**src/rtl/excess3_to_bcd_serial.sv**
```systemverilog
// Serial excess-3 to BCD decoder, one digit per clock, LS digit first.
// Flags illegal excess-3 codes per digit; valid/ready on both sides.
module excess3_to_bcd_serial #(
    parameter int DIGITS = 4
) (
    input  logic                  clk,
    input  logic                  rst,
    input  logic                  in_valid,
    output logic                  in_ready,
    input  logic [4*DIGITS-1:0]   in_data,
    output logic                  out_valid,
    input  logic                  out_ready,
    output logic [4*DIGITS-1:0]   out_data,
    output logic [DIGITS-1:0]     out_err,
    output logic                  err_any
);

    localparam int IW = (DIGITS > 1) ? $clog2(DIGITS) : 1;
    localparam logic [IW-1:0] LAST = IW'(DIGITS - 1);

    typedef enum logic [1:0] {
        IDLE,
        CONV,
        DONE
    } state_t;

    state_t              state;
    logic [IW-1:0]       idx;
    logic [4*DIGITS-1:0] word;
    logic [3:0]          code;
    logic [3:0]          bcd;
    logic                bad;

    assign in_ready = (state == IDLE) & ~rst;
    assign err_any  = |out_err;

    // Decode the digit currently selected by idx
    always_comb begin
        code = 4'(word >> {idx, 2'b00});
        bad  = (code < 4'd3) || (code > 4'd12);
        bcd  = bad ? 4'hF : (code - 4'd3);
    end

    // Control FSM with registered result, error flags and out_valid
    always_ff @(posedge clk) begin
        if (rst) begin
            state     <= IDLE;
            idx       <= '0;
            word      <= '0;
            out_valid <= 1'b0;
            out_data  <= '0;
            out_err   <= '0;
        end else begin
            unique case (state)
                IDLE: begin
                    if (in_valid) begin
                        word    <= in_data;
                        out_err <= '0;
                        idx     <= '0;
                        state   <= CONV;
                    end
                end
                CONV: begin
                    out_data[idx*4 +: 4] <= bcd;
                    out_err[idx]         <= bad;
                    if (idx == LAST) begin
                        idx       <= '0;
                        out_valid <= 1'b1;
                        state     <= DONE;
                    end else begin
                        idx <= idx + 1'b1;
                    end
                end
                DONE: begin
                    if (out_ready) begin
                        out_valid <= 1'b0;
                        state     <= IDLE;
                    end
                end
                default: begin
                    state     <= IDLE;
                    out_valid <= 1'b0;
                end
            endcase
        end
    end

endmodule
```
**config.mk**
```make
export PLATFORM = sky130hd
export DESIGN_NAME = excess3_to_bcd_serial
export DESIGN_NICKNAME = d
export VERILOG_FILES = /design/src/rtl/excess3_to_bcd_serial.sv
export SDC_FILE = /design/constraint.sdc
export NUM_CORES = 1
export LEC_CHECK = 0
export BUFFER_PORTS_ARGS = -buffer_cell sky130_fd_sc_hd__clkbuf_2
export CAP_MARGIN = 40
export CORE_MARGIN = 2
export CORE_UTILIZATION = 53
export CTS_CLUSTER_DIAMETER = 60
export DETAILED_ROUTE_END_ITERATION = 12
export MAX_ROUTING_LAYER = met4
export PLACE_DENSITY = 0.83
export SLEW_MARGIN = 10
export SYNTH_ARGS = -nofsm -noshare
export SYNTH_HDL_FRONTEND = slang
export SYNTH_SLANG_ARGS = --single-unit
```
**constraint.sdc**
```tcl
create_clock -name clk -period 2.63 [get_ports clk]
set_clock_uncertainty 0.05 [all_clocks]
set_input_delay 0.263 -clock clk [delete_from_list [all_inputs] [get_ports clk]]
set_output_delay 0.263 -clock clk [all_outputs]
set_load 0.01 [all_outputs]
```
==> flow_metrics.env <==
export IMPL_grt_max_degree=29
export IMPL_gp_congestion=0.8183
export IMPL_synth_cell_type_count=38
export IMPL_peakVddDrop_mv=0.3709
export IMPL_leakage_nw=0.9134
export IMPL_syn_inst=222
export IMPL_synth_xor_xnor_area_share_pct=0
export IMPL_postLayoutCellArea_mm2=0.002212
export IMPL_setup_tns_ns=0
export IMPL_synth_top_family_by_area="simple AND/OR/NAND/NOR gates"
export IMPL_routed_wl_um=3941
export IMPL_yosys_area_share_simple_pct=23.43
export IMPL_wire_per_inst_um=12.71
export IMPL_num_vias=1687
export IMPL_rows=21
export IMPL_synthMuxAreaShare_pct=4.867
export IMPL_drv_slew=0
export IMPL_tightest_slew_ns=0.5487
export IMPL_grtUsageTotal_pct=22.01
export IMPL_synthesis_nets=252
export IMPL_clk_latency_ns=0.34
export IMPL_cts_htree_levels=2
export IMPL_drc=0
export IMPL_grtUsageMet1_pct=26.22
export IMPL_crit_path_end_kind="flip-flop"
export IMPL_cts_inserted_buffers=5
export IMPL_cts_setup_buffers=0
export IMPL_setup_viol=0
export IMPL_hp_class="in2reg"
export IMPL_synth_compound_area_share_pct=18.23
export IMPL_portBuffers=42
export IMPL_vias_per_cell=5.442
export IMPL_yosys_warnings=0
export IMPL_crit_type="reg2reg"
export IMPL_synth_top_cell_by_area="dfxtp_1"
export IMPL_cts_tree="yes"
export IMPL_post_route_period_util_pct=87.06
export IMPL_dieHeight_um=64.32
export IMPL_fmax_mhz=436.7
export IMPL_postSynthAreaPerCell_um2=8.685
export IMPL_cap_violations=0
export IMPL_ant_nets=0
export IMPL_layout_drive_gt1_share_pct=23.86
export IMPL_grt_busiest_layer="met2"
export IMPL_drt_iter0_drc=77
export IMPL_cp_start_kind="flip-flop"
export IMPL_start_util_pct=56.45
export IMPL_core_mm2=0.003416
export IMPL_clockBufferDepth=2
export IMPL_critical_path_arrival_ns=2.50
export IMPL_slew_headroom_pct=63.42
export IMPL_dieArea_mm2=0.004136
export IMPL_synthAdderAreaFrac_pct=6.489
export IMPL_clock_sinks=41
export IMPL_met3_usage_pct=6.162
export IMPL_ctsHoldBuffers=0
export IMPL_antenna_cells=0
export IMPL_synth_seq_area_share_pct=42.57
export IMPL_powerDensity_mw_per_mm2=513.0
export IMPL_first_global_vias=1570
export IMPL_hold_slack_ns=0.07289
export IMPL_grt_antenna_before_repair=0
export IMPL_met2_usage_pct=35.29
export IMPL_synth_top_area_share_pct=42.57
export IMPL_hold_violations=0
export IMPL_status="complete, no violations"
export IMPL_placed_area_mm2=0.002163
export IMPL_cts_resized=0
export IMPL_dieWidth_um=64.32
export IMPL_grt_pass1_wl_um=6872
export IMPL_synth_seq_cells=41
export IMPL_grt_overflow=0
export IMPL_io_pins=43
export IMPL_synthToLayoutAreaGrowth_pct=14.73
export IMPL_required_ns=2.84
export IMPL_rsz0062_at_grt="false"
export IMPL_cts_root_buf="clkbuf_4"
export IMPL_cp_max_fo=9
export IMPL_final_nets=293
export IMPL_clk_pin_slew_ns=0.11
export IMPL_firstDrtPassIters=4
export IMPL_post_route_min_period_ns=2.290
export IMPL_dp_hpwl_um=2921
export IMPL_synth_area_leaders="dfxtp_1 43%, nand2_1 9.9%, a21oi_1 8.8%, ha_1 6.5%, nand3_1 3.9%"
export IMPL_fillers=312
export IMPL_syn_cell_area_mm2=0.001928
critical path: stages, from the launching register on:
cell	delay (ns)
dfxtp_1	0.44
mux4_1	0.65
ha_1	0.33
nor3_4	0.40
nor3_2	0.12
o31ai_1	0.22
cell usage after synthesis, drive strengths merged:
master   instances
ha              10
or4b             1
buf              4
mux4             4
and2             1
dfxtp           41
a31oi            1
and3             2
and2b            1
o21bai           4
nor2b            1
o211ai           3
or4              2
nor2             5
nand2           51
nor4b            1
o31ai            7
nor3             3
nand3b           1
a21oi           34
a211oi           1
or2              1
o311ai           1
clkbuf           8
nand3           15
nand2b           4
o2111ai          1
nor4             1
a21bo            1
or3              1
and4bb           1
o41ai            4
inv              6
area by class of cell:
| class | count | area [um^2] | area share [%] |
|---|---|---|---|
| Timing Repair Buffer | 46 | 240.2 | 10.86 |
| Multi-Input combinational cell | 163 | 1022 | 46.21 |
| Inverter | 6 | 22.52 | 1.018 |
| Sequential cell | 41 | 820.8 | 37.10 |
| Tap cell | 46 | 57.56 | 2.602 |
| Clock buffer | 8 | 48.80 | 2.206 |
power by group:
part / switching, mW / internal [mW] / total, mW
Clock: 0.182 / 0.107 / 0.289
Sequential: 0.0192 / 0.647 / 0.667
Combinational: 0.107 / 0.0724 / 0.180
worst paths after layout:
path,cells past startpoint,to,slack [ns],start
hold / removal,3,word[0],0.07,in_data[0]
hold reg to reg,2,word[13],0.41,word[13]
setup reg to reg,5,out_data[8],0.34,idx[0]
setup / recovery,5,out_data[8],0.34,idx[0]
cell usage in the layout, fill, tap and decap left out, types with 5 or more instances in the layout:
cell | synthesis | routed
nand2_1 | 51 | 51
clkbuf_4 | 0 | 5
a21oi_1 | 34 | 34
ha_1 | 10 | 10
inv_1 | 6 | 6
nor2_1 | 5 | 5
nand3_1 | 15 | 15
dfxtp_1 | 41 | 41
clkbuf_2 | 0 | 42
o31ai_1 | 7 | 7
logic make-up (layout without fill, tap and decap cells):
group,Yosys count,after routing
AND/OR/NAND/NOR,92,92
AO/OA/AOI/OAI,57,57
flip-flops,41,41
buffers and inverters,18,60
adder cells (fa/ha/maj),10,10
multiplexers,4,4
metal layers:
metal	routed length, um	vias to the layer above
li1	-	870
met1	1825	772
met2	1843	39
met3	207	6
met4	65	0
met5	0	-
metrics by stage:
step	util (%)	worst slack [ns]	power [mW]	instances
3_5_place_dp	63.33	0.3418	0.8604	302
4_1_cts	64.76	0.3232	1.145	310
2_1_floorplan	-	0.3878	0.8043	222
3_3_place_gp	63.33	0.4208	0.8546	302
5_1_grt	64.76	0.1400	1.202	310
6_report	64.76	0.3403	1.135	310
registers in the layout, indices dropped and copies added, names as in the netlist:
| signal | cells |
|---|---|
| out_err | 4 |
| out_data | 16 |
| word | 16 |
| idx | 2 |
| state | 2 |
| out_valid | 1 |
Power figures use the tool's default switching activity.
